File: config.mk
export PLATFORM = sky130hd
export DESIGN_NAME = muldiv_unit
export DESIGN_NICKNAME = d
export VERILOG_FILES = /design/src/rtl/muldiv_unit.sv
export SDC_FILE = /design/constraint.sdc
export NUM_CORES = 1
export LEC_CHECK = 0
export CORE_UTILIZATION = 23
export CTS_CLUSTER_DIAMETER = 150
export DETAILED_ROUTE_END_ITERATION = 6
export GPL_TIMING_DRIVEN = 0
export HOLD_SLACK_MARGIN = 0.15
export SYNTH_ARGS = -nofsm -noshare
export SYNTH_HDL_FRONTEND = slang
export SYNTH_SLANG_ARGS = --single-unit
export TNS_END_PERCENT = 10
File: constraint.sdc
create_clock -name clk -period 4 [get_ports clk]
set_clock_uncertainty 0.05 [all_clocks]
set_input_delay 0.6 -clock clk [delete_from_list [all_inputs] [get_ports clk]]
set_output_delay 0.6 -clock clk [all_outputs]
set_load 0.03 [all_outputs]
File: src/rtl/muldiv_unit.sv
// Iterative RV32M multiply/divide unit: shift-add multiply and restoring divide on
// operand magnitudes, one bit per clock, fixed XLEN+1 cycle latency for every op.
module muldiv_unit #(
  parameter int XLEN = 32
) (
  input  logic            clk,
  input  logic            rst_n,
  input  logic            start,
  input  logic            flush,
  input  logic [4:0]      alu_control,
  input  logic [XLEN-1:0] operand_a,
  input  logic [XLEN-1:0] operand_b,
  output logic            busy,
  output logic            done,
  output logic [XLEN-1:0] result
);

  localparam int CW = $clog2(XLEN + 1);
  localparam logic [CW-1:0] LAST_CNT = CW'(XLEN);

  typedef enum logic [1:0] {
    IDLE = 2'd0,
    BUSY = 2'd1,
    DONE = 2'd2
  } state_t;

  // Low three bits of the op code, as latched at accept.
  localparam logic [2:0] OP_MUL    = 3'b000;
  localparam logic [2:0] OP_MULH   = 3'b001;
  localparam logic [2:0] OP_MULHU  = 3'b010;
  localparam logic [2:0] OP_MULHSU = 3'b011;
  localparam logic [2:0] OP_DIV    = 3'b100;
  localparam logic [2:0] OP_DIVU   = 3'b101;
  localparam logic [2:0] OP_REM    = 3'b110;
  localparam logic [2:0] OP_REMU   = 3'b111;

  state_t            state, state_nxt;
  logic [2:0]        op_q;
  logic              neg_q;      // product / quotient must be negated
  logic              rem_neg_q;  // remainder takes the dividend's sign
  logic              b_zero_q;
  logic [XLEN-1:0]   mag_q;      // multiplicand (mul) or divisor (div) magnitude
  logic [2*XLEN-1:0] acc_q;      // {hi, lo}: product, or {remainder, quotient}
  logic [CW-1:0]     cnt_q;

  logic              accept, finish;
  logic              a_signed, b_signed, sign_a, sign_b;
  logic [XLEN-1:0]   mag_a, mag_b;
  logic [XLEN:0]     add_sum, shifted, diff;
  logic [2*XLEN-1:0] mul_step, div_step, prod_fix;
  logic [XLEN-1:0]   quot, rem, final_result;

  assign accept = (state == IDLE) && start && !flush && (alu_control[4:3] == 2'b01);
  assign finish = (state == BUSY) && !flush && (cnt_q == LAST_CNT);

  // Operand sign decode for the incoming op.
  assign a_signed = (alu_control[2:0] != OP_MULHU) && (alu_control[2:0] != OP_DIVU) &&
                    (alu_control[2:0] != OP_REMU);
  assign b_signed = a_signed && (alu_control[2:0] != OP_MULHSU);
  assign sign_a   = a_signed && operand_a[XLEN-1];
  assign sign_b   = b_signed && operand_b[XLEN-1];
  assign mag_a    = sign_a ? -operand_a : operand_a;
  assign mag_b    = sign_b ? -operand_b : operand_b;

  // One multiply step: conditionally add multiplicand into hi, shift right.
  assign add_sum  = {1'b0, acc_q[2*XLEN-1:XLEN]} + (acc_q[0] ? {1'b0, mag_q} : '0);
  assign mul_step = {add_sum, acc_q[XLEN-1:1]};

  // One restoring divide step: shift next dividend bit into the remainder, try subtract.
  assign shifted  = {acc_q[2*XLEN-1:XLEN], acc_q[XLEN-1]};
  assign diff     = shifted - {1'b0, mag_q};
  assign div_step = diff[XLEN] ? {shifted[XLEN-1:0], acc_q[XLEN-2:0], 1'b0}
                               : {diff[XLEN-1:0],    acc_q[XLEN-2:0], 1'b1};

  assign prod_fix = neg_q ? -acc_q : acc_q;
  assign quot     = acc_q[XLEN-1:0];
  assign rem      = acc_q[2*XLEN-1:XLEN];

  // Divide-by-zero remainder and signed overflow fall out of the magnitude datapath
  // exactly; only the signed divide-by-zero quotient needs an override.
  always_comb begin
    // NOTE: default first so no path leaves final_result unassigned (no latch).
    final_result = '0;
    unique case (op_q)
      OP_MUL:                       final_result = prod_fix[XLEN-1:0];
      OP_MULH, OP_MULHU, OP_MULHSU: final_result = prod_fix[2*XLEN-1:XLEN];
      OP_DIV, OP_DIVU:              final_result = b_zero_q ? '1 : (neg_q ? -quot : quot);
      OP_REM, OP_REMU:              final_result = rem_neg_q ? -rem : rem;
      default:                      final_result = '0;
    endcase
  end

  always_comb begin
    state_nxt = state;
    unique case (state)
      IDLE:    if (accept) state_nxt = BUSY;
      BUSY:    if (flush) state_nxt = IDLE;
               else if (cnt_q == LAST_CNT) state_nxt = DONE;
      DONE:    state_nxt = IDLE;
      default: state_nxt = IDLE;
    endcase
  end

  // NOTE: sequential state uses non-blocking assignments so every register samples
  // pre-edge values regardless of statement order.
  always_ff @(posedge clk) begin
    if (!rst_n) state <= IDLE;
    else        state <= state_nxt;
  end

  // NOTE: every datapath register is reset, since result must read 0 out of reset.
  always_ff @(posedge clk) begin
    if (!rst_n) begin
      op_q      <= '0;
      neg_q     <= 1'b0;
      rem_neg_q <= 1'b0;
      b_zero_q  <= 1'b0;
      mag_q     <= '0;
      acc_q     <= '0;
      cnt_q     <= '0;
      result    <= '0;
    end else if (accept) begin
      op_q      <= alu_control[2:0];
      neg_q     <= sign_a ^ sign_b;
      rem_neg_q <= sign_a;
      b_zero_q  <= (operand_b == '0);
      mag_q     <= alu_control[2] ? mag_b : mag_a;
      acc_q     <= alu_control[2] ? {{XLEN{1'b0}}, mag_a} : {{XLEN{1'b0}}, mag_b};
      cnt_q     <= '0;
    end else if (finish) begin
      result    <= final_result;
    end else if (state == BUSY && !flush) begin
      acc_q     <= op_q[2] ? div_step : mul_step;
      cnt_q     <= cnt_q + 1'b1;
    end
  end

  assign busy = (state == BUSY);
  assign done = (state == DONE);

endmodule

==> key figures <==
Clocking
  – H-tree depth: 4
  – Clock buffers created by TritonCTS: 17
  – Clock transition at the register clock pins on the worst setup and hold paths after CTS: 0.07 ns
  – Clock root cell: sky130_fd_sc_hd__clkbuf_16
  – Buffer levels on the longest clock path: 2
  – Total of hold buffers inserted after clock tree synthesis: 0
  – CTS tree: yes
  – Insertion delay of the later-clocked pin in the worst-skew pair: around 0.46 ns
  – Number of sinks handled by clock tree synthesis: approximately 140

Worst setup path
  – Reg-to-Reg End: result[30]
  – Maximum net fanout on the critical path: 7
  – Kind of start point of the critical path: register
  – Crit path capture type: register
  – Required time of the critical path: around 4.3 ns
  – Critical path class: register to register
  – Data arrival time of the critical path: ~4.1 ns
  – R2r setup slk: 0.15 ns
  – Depth of the most critical reg-to-reg path: 11
  – Beginning of the worst register-to-register path: acc_q[32]

Cells and area
  – Layout cell share with drive strength beyond 1: under 10%
  – Commonest non-fill, non-tap cell in the layout: sky130_fd_sc_hd__nor2_1
  – Area of combinational cells with multiple inputs: 10,670 µm²
  – Filler cells: just under 7,000
  – Highest-count cells in the layout ignoring fill and taps: 220 x sky130_fd_sc_hd__nor2_1, 219 x sky130_fd_sc_hd__nand2_1, 200 x sky130_fd_sc_hd__a21oi_1
  – Antenna Diode Count: 0
  – Post-layout instance count excluding filler cells: roughly 3,000
  – Flip-flop and latch area: around 2800 µm²
  – Final design instance area without fill: between 15,000 and 20,000 µm²
  – Layout area overhead: 18.98%
  – Post-layout util: between 20% and 30%
  – Net total in the final layout: approximately 2,300

Min path
  – Number of stages on the worst hold path: 2
  – Min-delay src: result[15]
  – Hold Crit Class: register to register
  – WHS Endpoint: result[15]

Power and ir drop
  – Static power due to leakage: slightly above 6 nW
  – Power density cells: ~250 nW/µm²
  – Peak supply drop: roughly 0.24 mV
  – Total power after layout: between 4 and 5 mW

Global routing
  – Via count of the first global-routing pass: ~15,000
  – Initial antenna violation count: 2
  – Pin count of the biggest net entering global routing: 17
  – First-pass GRT wire length: 98,410 µm
  – Total routing resource utilization after global routing: between 20% and 30%
  – Overflow left after global routing: 0

Route
  – Number of DRC violations after detailed routing: 0
  – WL final: 67,230 µm
  – Routed wire per std cell: 22.24 µm
  – Post-route ant nets: 0
  – Via density: around 5.5
  – Via total after detailed routing: roughly 17,000
  – DRC marker count from the first detailed-route iteration: around 2,100
  – Detailed Routing Iterations Pass 1: 7

Logic synthesis
  – EDFF count, synth: 0
  – Multiplexer fraction of the synthesized cell area: under 10%
  – Flip-flop and latch count after synthesis: 142
  – Share of synthesized area occupied by flip-flops and latches: about a fifth
  – Proportion of synthesized flip-flops having asynchronous set or reset: 0%
  – Post-synthesis simple-gate area fraction: 22.39%
  – Distinct cells, synth: 80
  – Fraction of synthesized cell area taken by the top area cell type: between 15 and 20%
  – Top_reg_cell synth: sky130_fd_sc_hd__dfxtp_1
  – Top cells by area, synth: sky130_fd_sc_hd__dfxtp_1 20%, sky130_fd_sc_hd__a21oi_1 7.0%, sky130_fd_sc_hd__o21ai_0 6.4%
  – Top cell type by total area after synthesis: sky130_fd_sc_hd__dfxtp_1
  – Syn. warnings: 0
  – Mapped cell area: about 14,000 µm²
  – Post-synth net total: between 2,000 and 2,500
  – Adder and majority cell fraction of the synthesized area: about 6.4%
  – Avg Cell Area, Syn: approximately 7.0 µm²
  – Fraction of the mapped netlist area in compound gates: between 30 and 40%
  – Number of instances in the synthesized netlist: 2,046
  – Xor and xnor fraction of the mapped netlist area: a little over a tenth
  – Dominant combinational cell family by area after synthesis: compound AO/OA/AOI/OAI gates

Timing
  – Final hold slack: between 0.3 and 0.4 ns
  – Highest clock frequency the design can meet: about 260 MHz
  – Number of pins exceeding their max-slew limit in the final report: 0
  – Share of the cycle needed by the critical path after routing: between 90% and 100%
  – Slew at the pin closest to its max-slew limit: 1.082 ns
  – Final TNS setup: 0 ns
  – Unrepaired setup endpoints after global routing: false
  – Min setup slack post-route: roughly 0.15 ns
  – Max-slew headroom at the worst pin: 27.87%
  – Finish-stage setup viols: 0
  – Final worst path period need: around 3.8 ns
  – Hold Vio Cnt, Final: 0

Placement
  – Total instance count after detailed placement: between 2,000 and 3,000
  – Global placement routability congestion: 1.025
  – Dpl hpwl: approximately 53,000 µm
  – Pre-CTS setup slack: -0.7584 ns
  – Count of buffers inserted at the top-level ports: ~110
  – Dpl cell area: between 15,000 and 20,000 µm²

Floorplanning
  – Die width: 251.4 µm
  – Count of boundary I/O pins: between 100 and 150
  – Initial standard-cell utilization of the core: 23.23%
  – Placeable Area: a little over 60,000 µm²
  – Chip height: roughly 250 µm
  – Die Outline Area: around 63,000 µm²
  – Number of rows in the core area: 91

Status
  – Status: finished, final reports clean

Flow run
  – MaxCap Viol Count: 0
## Yosys cell counts (23+ instances only)
cell,instances
sky130_fd_sc_hd__nor2_1,220
sky130_fd_sc_hd__dfxtp_1,142
sky130_fd_sc_hd__o211ai_1,52
sky130_fd_sc_hd__xor2_1,72
sky130_fd_sc_hd__a21oi_1,201
sky130_fd_sc_hd__o22ai_1,24
sky130_fd_sc_hd__ha_1,70
sky130_fd_sc_hd__mux2i_1,59
sky130_fd_sc_hd__nand3_1,30
sky130_fd_sc_hd__nand2_1,219
sky130_fd_sc_hd__xnor2_1,105
sky130_fd_sc_hd__a211oi_1,24
sky130_fd_sc_hd__or3_1,23
sky130_fd_sc_hd__a31oi_1,28
sky130_fd_sc_hd__clkbuf_1,118
sky130_fd_sc_hd__nor3_1,46
sky130_fd_sc_hd__o31ai_1,32
sky130_fd_sc_hd__inv_1,70
sky130_fd_sc_hd__o21ai_0,184
## worst max path at each step
stage / slack, ns / startpoint / cells past startpoint / end
6_report: 0.15 / acc_q[32] / 11 / result[30]
5_1_grt: 0.03 / acc_q[0] / 14 / result[14]
4_1_cts: 0.05 / acc_q[0] / 13 / result[14]
3_5_place_dp: -0.76 / acc_q[31] / 13 / acc_q[58]
3_3_place_gp: -0.75 / acc_q[31] / 13 / acc_q[58]
2_1_floorplan: 0.69 / acc_q[31] / 13 / acc_q[58]
## worst max-delay path: stages, from the launching register on
cell,delay [ns]
sky130_fd_sc_hd__dfxtp_1,0.41
sky130_fd_sc_hd__inv_1,0.19
sky130_fd_sc_hd__ha_2,0.32
sky130_fd_sc_hd__or3b_1,0.36
sky130_fd_sc_hd__buf_2,0.18
sky130_fd_sc_hd__or3_4,0.39
sky130_fd_sc_hd__or4_4,0.54
sky130_fd_sc_hd__or2_2,0.36
sky130_fd_sc_hd__o21ai_0,0.24
sky130_fd_sc_hd__nor3_1,0.10
sky130_fd_sc_hd__nor3_2,0.39
sky130_fd_sc_hd__o21ai_0,0.18
## per-layer routing
layer,track usage (%),up-vias,share of wire [%]
met3,3.735,160,9.3
met2,32.24,882,44
met4,8.153,4,4.0
met1,27.89,7943,43
li1,-,7706,-
met5,0,-,0.034
## registers in the layout, summed over array words and instances, names as in the netlist
name / flops
b_zero_q: 1
rem_neg_q: 1
acc_q: 64
op_q: 3
mag_q: 32
result: 32
neg_q: 1
state: 2
cnt_q: 6
## logic make-up (layout without fill, tap and decap cells)
group	after synthesis	count (layout)
AOI/OAI and AO/OA	695	695
DFF	142	142
adders and majority gates	72	72
muxes	64	64
buffers and inverters	214	354
xor gates and xnor gates	177	177
and+or+nand+nor	682	682
## area by class of cell
type	count	area share (%)
Timing Repair Buffer	108	6.306
Tap cell	837	6.151
Clock buffer	21	2.646
Inverter	70	1.543
Sequential cell	142	16.70
Multi-Input combinational cell	1690	62.70
Buffer	144	3.439
Clock inverter	11	0.5144
## repair_timing
action,CTS,global route
setup buffers,0,3
pin swaps,0,1
endpoints found under the setup margin,41,26
gates resized for setup,11,8
## report_power, final
group | internal (mW) | switching, mW | total (mW)
Combinational | 0.440 | 0.799 | 1.24
Clock | 0.815 | 0.745 | 1.56
Sequential | 1.44 | 0.0282 | 1.46
Power figures use the tool's default switching activity.
